**src/rtl/seq_serializer_pkg.sv**
```systemverilog
// seq_serializer_pkg: shared FSM encodings, idle line level and counter sizing for seq_serializer (optional SEQ_SERIALIZER_PARITY_EN build)
package seq_serializer_pkg;
  localparam logic [1:0] SEQ_ST_IDLE   = 2'b00;
  localparam logic [1:0] SEQ_ST_SHIFT  = 2'b01;
  localparam logic [1:0] SEQ_ST_PARITY = 2'b10;
  localparam logic SEQ_IDLE_LEVEL = 1'b1;
  function automatic int cnt_w(input int w);
    return (w > 1) ? $clog2(w) : 1;
  endfunction
endpackage

```
**src/rtl/seq_serializer_bit_counter.sv**
```systemverilog
// seq_bit_counter: loadable down-counter whose last flag marks the final data bit of a frame
module seq_bit_counter
  import seq_serializer_pkg::*;
#(
  parameter int CW = 3
) (
  input  logic          clock,
  input  logic          reset_n,
  input  logic          load_i,
  input  logic [CW-1:0] value_i,
  input  logic          dec_i,
  output logic          last_o
);
  logic [CW-1:0] count_q, count_d;
  // load wins over decrement; otherwise hold
  always_comb count_d = load_i ? value_i : dec_i ? count_q - 1'b1 : count_q;
  // counter register
  always_ff @(posedge clock) begin
    if (!reset_n) count_q <= '0;
    else count_q <= count_d;
  end
  assign last_o = (count_q == '0);
endmodule

```
**src/rtl/seq_serializer.sv**
```systemverilog
// seq_serializer: valid/ready word to MSB-first serial stream, idle-high line; SEQ_SERIALIZER_PARITY_EN appends an even-parity bit
module seq_serializer
  import seq_serializer_pkg::*;
#(
  parameter int WIDTH = 8
) (
  input  logic             clock,
  input  logic             reset_n,
  input  logic [WIDTH-1:0] load_data,
  input  logic             load_valid,
  output logic             load_ready,
  output logic             seq,
  output logic             busy,
  output logic             frame_done,
  output logic [1:0]       state
);
  localparam int CW = cnt_w(WIDTH);
  localparam logic [CW-1:0] LAST_IDX = CW'(WIDTH - 1);
  logic [1:0] state_q, state_d;
  logic [WIDTH-1:0] sr_q, sr_d, sr_sh;
  logic seq_q, seq_d, done_q, done_d;
  logic last, in_shift, final_cyc, accept;
  assign in_shift  = (state_q == SEQ_ST_SHIFT);
  assign sr_sh     = sr_q << 1;
  assign load_ready = (state_q == SEQ_ST_IDLE) || final_cyc;
  assign accept    = load_valid && load_ready;
  seq_bit_counter #(.CW(CW)) u_cnt (
    .clock  (clock),
    .reset_n(reset_n),
    .load_i (accept),
    .value_i(LAST_IDX),
    .dec_i  (in_shift && !last && !accept),
    .last_o (last)
  );
`ifdef SEQ_SERIALIZER_PARITY_EN
  logic par_q, par_d, in_par;
  assign in_par    = (state_q == SEQ_ST_PARITY);
  assign final_cyc = in_par;
  // parity captured with the word; last data bit hands over to the parity cycle
  always_comb begin
    par_d   = accept ? ^load_data : par_q;
    state_d = accept ? SEQ_ST_SHIFT : (in_shift && last) ? SEQ_ST_PARITY : in_par ? SEQ_ST_IDLE : state_q;
    seq_d   = accept ? load_data[WIDTH-1] : in_shift ? (last ? par_q : sr_sh[WIDTH-1]) : SEQ_IDLE_LEVEL;
  end
  // parity register
  always_ff @(posedge clock) begin
    if (!reset_n) par_q <= 1'b0;
    else par_q <= par_d;
  end
`else
  assign final_cyc = in_shift && last;
  // next state and next serial bit; a final-cycle accept restarts SHIFT with no gap
  always_comb begin
    state_d = accept ? SEQ_ST_SHIFT : final_cyc ? SEQ_ST_IDLE : state_q;
    seq_d   = accept ? load_data[WIDTH-1] : (in_shift && !last) ? sr_sh[WIDTH-1] : SEQ_IDLE_LEVEL;
  end
`endif
  // shift register and done pulse
  always_comb begin
    sr_d   = accept ? load_data : in_shift ? sr_sh : sr_q;
    done_d = final_cyc;
  end
  // state, data and output registers
  always_ff @(posedge clock) begin
    if (!reset_n) begin
      state_q <= SEQ_ST_IDLE;
      sr_q    <= '0;
      seq_q   <= SEQ_IDLE_LEVEL;
      done_q  <= 1'b0;
    end else begin
      state_q <= state_d;
      sr_q    <= sr_d;
      seq_q   <= seq_d;
      done_q  <= done_d;
    end
  end
  assign seq        = seq_q;
  assign busy       = (state_q != SEQ_ST_IDLE);
  assign frame_done = done_q;
  assign state      = state_q;
endmodule
```
**config.mk**
```make
export PLATFORM = sky130hd
export DESIGN_NAME = seq_serializer
export DESIGN_NICKNAME = d
export VERILOG_FILES = /design/src/rtl/seq_serializer_pkg.sv /design/src/rtl/seq_serializer_bit_counter.sv /design/src/rtl/seq_serializer.sv
export SDC_FILE = /design/constraint.sdc
export NUM_CORES = 1
export LEC_CHECK = 0
export CAP_MARGIN = 20
export CORE_MARGIN = 2
export CORE_UTILIZATION = 35
export CTS_CLUSTER_DIAMETER = 200
export DETAILED_ROUTE_END_ITERATION = 12
export GPL_TIMING_DRIVEN = 0
export PLACE_DENSITY_LB_ADDON = 0.12
export RECOVER_POWER = 50
export SETUP_SLACK_MARGIN = 0.5
export SYNTH_ARGS = -nofsm -noshare
export SYNTH_HDL_FRONTEND = slang
export SYNTH_HIERARCHICAL = 1
export SYNTH_SLANG_ARGS = --single-unit
```
**constraint.sdc**
```tcl
create_clock -name clock -period 2.3 [get_ports clock]
set_input_delay 0.23 -clock clock [delete_from_list [all_inputs] [get_ports clock]]
set_output_delay 0.23 -clock clock [all_outputs]
set_load 0.03 [all_outputs]
```
Yosys cells after proc, flatten, opt, wreduce, memory -nomap -nowiden
Index checks and enable logic that the tools add are counted.
{"block": "classes", "mux": 8, "addsub": 1, "n_reduce_logical": 12}
{"operator": "$mux W7", "n": 2}
{"operator": "$mux W3", "n": 2}
{"operator": "$reduce_bool A2 Y1", "n": 3}
{"operator": "$logic_and A1 B1 Y1", "n": 4}
{"operator": "$mux W1", "n": 4}
{"operator": "$logic_not A3 Y1", "n": 1}
{"operator": "$sub A3 B1 Y3 const B", "n": 1}
{"operator": "$logic_not A1 Y1", "n": 2}
{"operator": "$logic_not A2 Y1", "n": 1}
{"operator": "$logic_or A1 B1 Y1", "n": 1}
{"block": "word_totals", "reg_bits": 13, "output_inout_bits": 6}

Logic depth before layout (Yosys ltp)
{"block": "depth", "word_depth": 8, "depth_mapped": 8, "mapped_depth_nobuf": 7}

Cells and area by module
Netlist, hierarchy kept.
{"module": "seq_serializer", "cells_each": 53, "n_inst": 1, "area_each_um2": 451.7, "seq_area_each_um2": 200.2}
{"module": "seq_bit_counter", "cells_each": 20, "n_inst": 1, "area_each_um2": 190.2, "seq_area_each_um2": 60.1}

Least setup slack after synthesis
No wires, ideal clock.
{"block": "synth_timing", "path_type": "reg2reg", "start": "reg u_cnt.count_q[0]", "end": "reg u_cnt.count_q[2]", "path_stages_with_launch": 9, "slack_ns": 0.771, "arrival_ns": 1.445, "t_required_ns": 2.216, "path_buffers": 1, "path_cell_list": "dfxtp_1 inv_1 ha_1 ha_1 nor2b_4 buf_6 nor2_1 nand2b_4 o31ai_2"}
{"block": "synth_between", "elab_chain_cells": 7, "word_cells_on_any_way": 12, "classes_between": "add/sub (1); mux (2); reduce/logical (9)"}
{"element": "start: declaration", "line_no": "seq_serializer_bit_counter.sv:14", "text": "logic [CW-1:0] count_q, count_d;"}
{"element": "start signal: assignment", "line_no": "seq_serializer_bit_counter.sv:20", "text": "else count_q <= count_d;"}
{"element": "$logic_not A3 Y1 (*)", "line_no": "seq_serializer_bit_counter.sv:22", "text": "assign last_o = (count_q == '0);"}
{"element": "via last", "line_no": "seq_serializer.sv:22", "text": "logic last, in_shift, final_cyc, accept;"}
{"element": "$logic_and A1 B1 Y1 (*)", "line_no": "seq_serializer.sv:51", "text": "assign final_cyc = in_shift && last;"}
{"element": "$logic_or A1 B1 Y1 (*)", "line_no": "seq_serializer.sv:25", "text": "assign load_ready = (state_q == SEQ_ST_IDLE) || final_cyc;"}
{"element": "$logic_and A1 B1 Y1 (*)", "line_no": "seq_serializer.sv:26", "text": "assign accept = load_valid && load_ready;"}
{"element": "via accept", "line_no": "seq_serializer.sv:22"}
{"element": "$logic_not A1 Y1", "line_no": "seq_serializer.sv:32", "text": ".dec_i (in_shift && !last && !accept),"}
{"element": "$logic_and A1 B1 Y1", "line_no": "seq_serializer.sv:32"}
{"element": "$reduce_bool A2 Y1 (no source line)"}
Mark *: on every way through the listed nets, which the timed path passes. The rest lies on a longest branch. The select of a mux whose other input is x is not followed.
A chain may end at the register's enable or synchronous reset.

Final worst setup path
{"block": "layout_timing", "start": "reg u_cnt.count_q[0]", "end": "out load_ready"}
{"block": "layout_between", "elab_chain_cells": 3}
{"element": "$logic_not A3 Y1", "line_no": "seq_serializer_bit_counter.sv:22"}
{"element": "via last", "line_no": "seq_serializer.sv:22"}
{"element": "$logic_and A1 B1 Y1", "line_no": "seq_serializer.sv:51"}
{"element": "$logic_or A1 B1 Y1", "line_no": "seq_serializer.sv:25"}
{"element": "end: declaration", "line_no": "seq_serializer.sv:11", "text": "output logic load_ready,"}
The timed path passes the listed nets, and every way through them passes these cells.

==> out/results.ini <==
[place]
place_congestion=0.760
numPortBuffers=14
hpwl_um=901
placed_cells=114

[logic_synthesis]
yosys_warnings=6
synth-seq-area-share_pct=40.5
synth-seq-cells=13
syn_avg_cell_area_sq_um=8.79
synthCells=73
netlist_area_sq_um=642
synth.distinct_cells=27

[power]
pwr-share-comb_pct=26.6
p_seq_share_pct=47.6
leakage_nw=0.343
powerDensity_nw_per_um2=633
clkPwrFrac_pct=25.8
peakVddDrop_mv=0.350
p_int_mw=0.379
swShare_pct=29.5
p_sw_mw=0.158
p_total_mw=0.538

[sta]
min_period_ns=1.93
relSlewSlack_pct=66.1
rsz0062_at_grt=false
period_share_pct=83.8
hold_viol=0
max_freq_mhz=519
tns_ns=0
final_max_slew_viol_count=0
setup_violations=0
worstMarginPinSlew_ns=0.507
clock_skew_ns=0.00603

[detailed_routing]
routedWlPerCell_um=10.6
firstDrtPassIters=4
totalWireLength_mm=1.27
post_drt_via_cell_ratio=4.86
vias=583
drtIter0Drc=14
drcViolationCount=0
ant_nets=0

[clock_network]
cts_max_level=1
tritoncts=built
cts.clk_slew.worst_paths_ns=0.08
cts_num_sinks=13
clk_path_buf_depth=2
cts_root_buf=clkbuf_4
cts_made_buffers=3
clk_latency_ns=0.27
cts_hold_buf=0

[min_path]
holdPathStages=3
min_path_type=input port to flip-flop

[global_routing]
gr-total-overflow=0
grt_max_degree=15
antenna_found_initial=0
grt_pass1_wl_mm=2.24
grt_usage_pct=14.4
grt_pass1_vias=529

[cells_and_area]
fillers=189
seqCellArea_sq_um=260
diodes=0
instances_no_fill=120
layout_common_cells=13 x o21ai_0, 13 x dfxtp_1, 11 x clkdlybuf4s50_1
layout-drive-gt1-share_pct=15.8
area_growth_pct=32.4
multi_input_area_sq_um=334
final_nets=109

[die]
design.core.area_sq_um=1730
die_h_um=46.8
fp-row-count=15
initial_core_util_pct=37.2
dieArea_sq_um=2190
die_width_um=46.8
ios=17

[run_status]
status=complete, no violations

[job]
cap_violations=0

[setup_path]
start_kind=flip-flop
r2r_cells=9
critPathKind=flip-flop to output port
endpoint_kind=output port
cp_data_required_time_ns=2.07
worst-path-max-fanout=10
arrival_ns=1.70

-- per-stage QoR --
stage	hold WS, ns	instance area, sq um	utilization (%)	worst slack [ns]
4_1_cts	0.367	861	49.9	0.521
3_3_place_gp	0.467	821	47.5	0.355
2_1_floorplan	0.306	649	-	0.771
3_5_place_dp	0.468	821	47.5	0.346
6_report	0.373	850	49.2	0.373
5_1_grt	0.380	850	49.2	0.276
-- cell families after synthesis --
group / synth area share, %
AO/OA/AOI/OAI: 28.7
XOR/XNOR: 1.36
adder cells (fa/ha/maj): 3.90
buffers and inverters: 8.58
flip-flops: 40.5
other: 1.17
AND/OR/NAND/NOR: 15.8
-- worst paths after layout --
kind              slack, ns                to        startpoint
setup / recovery       0.37        load_ready  u_cnt/count_q[0]
hold / removal         0.37           sr_q[5]        load_valid
setup reg to reg       0.39  u_cnt/count_q[2]  u_cnt/count_q[0]
hold reg to reg        0.48           sr_q[2]           sr_q[1]
-- cells in the mapped netlist, drive strengths merged --
library cell	count	area, sq um
a31oi	6	37.5
nor2b	2	20.0
dfxtp	13	260
nor3	1	5.00
a32oi	1	8.76
ha	2	25.0
nand2b	2	20.0
xor2	1	8.76
and2	2	12.5
nand3	2	10.0
a21boi	1	7.51
nor2	5	21.3
inv	5	23.8
or2	1	6.26
o31ai	2	25.0
conb	2	7.51
buf	4	31.3
a21oi	6	30.0
o21ai	13	65.1
and3	1	6.26
o211a	1	10.0
-- power by group through the flow --
stage | combinational [mW] | sequential, mW | clock, mW
after floorplan | 0.0896 | 0.267 | 0
after global placement | 0.142 | 0.261 | 0
after detailed placement | 0.145 | 0.262 | 0
after CTS | 0.151 | 0.256 | 0.145
after global routing | 0.161 | 0.259 | 0.158
final | 0.143 | 0.256 | 0.139
-- critical path: stages, from the launching register on --
cell	delay, ns
dfxtp_1	0.34
inv_1	0.05
ha_1	0.20
ha_1	0.22
nor2b_4	0.10
clkbuf_1	0.25
inv_6	0.08
buf_2	0.19
-- routing by layer --
metal	track usage (%)	part of all wire, %	vias up
li1	-	-	301
met2	23.6	50	9
met1	17.5	46	273
met5	0	0	-
met3	5.77	3.6	0
met4	3.89	0	0
-- state kept, by name (all words and copies together), names as in the netlist --
signal	flops
frame_done	1
seq	1
sr_q	7
state	1
u_cnt/count_q	3
-- cell type report --
class	instances	share of cell area, %
Multi-Input combinational cell	53	39.3
Clock buffer	4	3.09
Buffer	4	2.80
Timing Repair Buffer	16	17.7
Inverter	5	2.80
Tap cell	25	3.68
Sequential cell	13	30.6
-- what timing repair did --
item | in CTS | in global routing
gates resized for setup | 6 | 2
endpoints found under the setup margin | 1 | 2
setup buffers | 2 | 0
Note: power is estimated with default switching activity, not from simulation.
==> patch 1, RTL diff (config.mk and constraints unchanged) <==
`WIDTH`: 8 -> 12.
--- a/src/rtl/seq_serializer.sv
+++ b/src/rtl/seq_serializer.sv
@@ -3,5 +3,5 @@
   import seq_serializer_pkg::*;
 #(
-  parameter int WIDTH = 8
+  parameter int WIDTH = 12
 ) (
   input  logic             clock,
Interface: changed (resized load_data); port bits go from 17 to 21. The function was not compared with the original's and may differ.
==> patch 1 against the unedited design <==
Final area rose by 42%. Maximum frequency fell by 1.3%. Routed wire length rose by 65%. Sequential share of layout area fell by 0.59 points. Setup slack got worse by 0.025 ns. Sequential cell count rose by 5. Power rose by 48%. Global-route usage rose by 2.2 points. Area after synthesis rose by 33%. Hold slack improved by 0.10 ns. Clock skew fell by 0.0046 ns. Utilization rose by 4.2 points. Largest cell class unchanged.
==> patch 1: results <==
group,metric,value,unit
synth,synth_common_cells,"18 x dfxtp_1, 13 x o21ai_0, 12 x a21oi_1, 11 x o21ai_1, 10 x a31oi_1",
routing,topRoutingLayerUsed,"met4",
synth,ys_top_cells_by_area,"dfxtp_1 42%, o21ai_0 7.6%, a31oi_1 7.3%, a21oi_1 7.0%, o21ai_1 6.5%",
critical_path,r2r-start,"u_cnt/count_q[1]$_SDFFE_PN0P_",
cells_and_area,fin_nets,154,
placed_design,hpwlAfterDp,1320,um
critical_path,crit_fanout,4,
placed_design,place_area,1090,um^2
outcome,status,"completed",
worst_hold_path,hold_depth,2,
global_route,grt_pass1_wl,3440,um
cells_and_area,layout.cells.non_filler,165,
worst_hold_path,hold_end,"sr_q[7]$_SDFFE_PN0P_",
cts,clk_latency,0.29,ns
sta,fin_hold_ws,0.476,ns
placed_design,port_buffers,19,
routing,vias,853,
placed_design,gp_routability_congestion,0.713,
sta,final.setup_skew,0.00142,ns
routing,post_drt_wl_per_cell,12.7,um
cells_and_area,nFillCells,232,
synth,synth_cells,103,
cts,clkTransAtPathRegs,0.11,ns
routing,met1_length,963,um
power_and_ir_drop,powerDensity,659,nW/um^2
routing,routed-wl-met2,992,um
routing,wl_met3,119,um
critical_path,crit_arrival,1.72,ns
critical_path,regToRegSetupSlack,0.50,ns
global_route,grt_pass1_vias,814,
cells_and_area,drive_gt1_frac,0.190,
synth,yosysSeqAreaShare,0.422,
global_route,grtUsageMet2,0.257,
placed_design,pre_cts_slack,0.129,ns
power_and_ir_drop,power_leakage,0.465,nW
global_route,grt_usage,0.165,
global_route,use_met1,0.213,
cells_and_area,reg_top3,"sr_q x11, u_cnt/count_q x4",
==> patch 1: cell count changes after synthesis, moves of 2 or more <==
cell      change
a21oi_1       +6
a31oi_1       +4
buf_2         +2
clkbuf_1      +2
dfxtp_1       +5
inv_2         +2
nand2_1       +4
nand3_1       -2
o21ai_1      +11
o31ai_2       -2
xnor2_1       +2
==> patch 1: area by class of cell <==
class	count	area (um^2)	share of cell area
timing repair buffer	27	251	0.209
clock buffer	4	36.3	0.0301
multi-input combinational	74	445	0.370
inverter	5	21.3	0.0177
buffer	9	52.6	0.0437
sequential	18	362	0.300
tap	28	35.0	0.0291
==> patch 1: timing repair <==
item / in CTS / in global routing
pin swaps: 0 / 1
gates resized for setup: 14 / 6
hold buffers: 0 / 0
setup endpoints to repair: 5 / 5
cloned: 0 / 0
setup buffers: 4 / 4
==> patch 1: worst max path at each step <==
stage                                              from                             to  slack [ns]  cells past startpoint
after floorplan           u_cnt/count_q[0]$_SDFFE_PN0P_  u_cnt/count_q[3]$_SDFFE_PN0P_        0.57                      8
after global placement    u_cnt/count_q[0]$_SDFFE_PN0P_                     load_ready        0.15                      7
after detailed placement  u_cnt/count_q[0]$_SDFFE_PN0P_                     load_ready        0.13                      7
after CTS                 u_cnt/count_q[0]$_SDFFE_PN0P_                     load_ready        0.48                      7
after global routing      u_cnt/count_q[0]$_SDFFE_PN0P_                     load_ready        0.27                      7
final                     u_cnt/count_q[1]$_SDFFE_PN0P_                     load_ready        0.35                      7
==> patch 1: cell families after synthesis <==
family	after synthesis	share of synthesized area
AO/OA/AOI/OAI	50	0.321
XOR/XNOR	3	0.0308
adder cells (fa/ha/maj)	1	0.0147
buffers and inverters	14	0.0880
flip-flops	18	0.422
other	2	0.00880
AND/OR/NAND/NOR	15	0.114
==> patch 2, RTL diff (same flow settings) <==
Without the edit above. Take the reset off `sr_q` and load it in a clocked block of its own.
--- a/src/rtl/seq_serializer.sv
+++ b/src/rtl/seq_serializer.sv
@@ -65,13 +65,15 @@
     if (!reset_n) begin
       state_q <= SEQ_ST_IDLE;
-      sr_q    <= '0;
       seq_q   <= SEQ_IDLE_LEVEL;
       done_q  <= 1'b0;
     end else begin
       state_q <= state_d;
-      sr_q    <= sr_d;
       seq_q   <= seq_d;
       done_q  <= done_d;
     end
+  end
+
+  always_ff @(posedge clock) begin
+    sr_q <= sr_d;
   end
   assign seq        = seq_q;
Behaviour: same outputs for any inputs over 10 cycles, from zero or initial values and one cycle with reset_n low; that may be too few to reach the edited logic, so the function may still have changed.
==> patch 2 against the unedited design <==
Setup slack improved by 0.075 ns. Routed wire length fell by 18%. Count of clock-buffer cells in the layout did not move. Via count fell by 30%. Power rose by 4.2%. Area after synthesis rose by 3.5%. Global-route usage fell by 3.5 points. Final area rose by 2.5%. Non-clock buffer count fell by 2. Sequential cell count did not move. Critical path depth fell by 1.
==> patch 2: results <==
group,metric,value,unit
routing,post_drt_wl_per_cell,10.7,um
synth,synth_cell_types,23,
routing,topRoutingLayerUsed,"met4",
power_and_ir_drop,max-vdd-ir-drop,0.279,mV
outcome,status,"completed",
cells_and_area,fin_nets,87,
synth,synth_cells,51,
power_and_ir_drop,p_seq_frac,0.506,
synth,synth_common_cells,"7 x edfxtp_1, 6 x dfxtp_1, 6 x mux2_4, 4 x inv_1, 3 x nor2_1",
critical_path,crit_fanout,4,
placed_design,pre_cts_slack,0.343,ns
cells_and_area,n_all_buffers,18,
global_route,grt_pass1_wl,1660,um
placed_design,dp.cells,93,
placed_design,place_area,853,um^2
routing,wl_met3,69,um
synth,yosysSeqAreaShare,0.497,
cells_and_area,nFillCells,187,
cells_and_area,multi_input_area,295,um^2
routing,vias,411,
critical_path,crit_arrival,1.62,ns
cells_and_area,area_growth,31.1,%
global_route,use_met1,0.136,
placed_design,gp_routability_congestion,0.702,
synth,synth_flop_cell,"edfxtp_1",
placed_design,port_buffers,15,
power_and_ir_drop,power_leakage,0.369,nW
routing,dr.pass1.iters,2,
global_route,grt_util_met3,0.0377,
power_and_ir_drop,switching_power,0.146,mW
patch 2: cell types whose count changed after synthesis, sizes merged, moves of 2 or more:
| cell | before | now |
|---|---|---|
| o21ai | 13 | 1 |
| dfxtp | 13 | 6 |
| edfxtp | 0 | 7 |
| a21oi | 6 | 0 |
| a31oi | 6 | 0 |
| mux2 | 0 | 6 |
| buf | 4 | 2 |
| nor2 | 5 | 3 |
patch 2: path summary, 6_finish.rpt:
kind / end / slack, ns / cells past startpoint / from
worst min-delay path: u_cnt/count_q[2]$_SDFFE_PN0P_ / 0.55 / 2 / u_cnt/count_q[2]$_SDFFE_PN0P_
worst min register to register: u_cnt/count_q[2]$_SDFFE_PN0P_ / 0.55 / 2 / u_cnt/count_q[2]$_SDFFE_PN0P_
worst max-delay path: load_ready / 0.45 / 6 / u_cnt/count_q[0]$_SDFFE_PN0P_
worst max register to register: u_cnt/count_q[2]$_SDFFE_PN0P_ / 0.47 / 9 / u_cnt/count_q[0]$_SDFFE_PN0P_
patch 2: repair_timing:
item                       CTS  global route
buffers inserted             1             0
hold endpoints to repair     0             0
resized for setup            5             0
setup endpoints to repair    8             0
patch 2: worst min-delay path, delay by kind of cell (launching register included):
kind | cells | cell delay (ns)
flip-flops | 1 | 0.31
AND/OR/NAND/NOR | 1 | 0.12
AO/OA/AOI/OAI | 1 | 0.07
patch 2: cell families after synthesis:
family	after synthesis	synth area share
mux	6	0.136
fa+ha+maj	2	0.0377
other cells	2	0.0113
simple gates	15	0.175
compound gates	5	0.0716
flops	13	0.497
buf+inv	7	0.0584
xor+xnor	1	0.0132
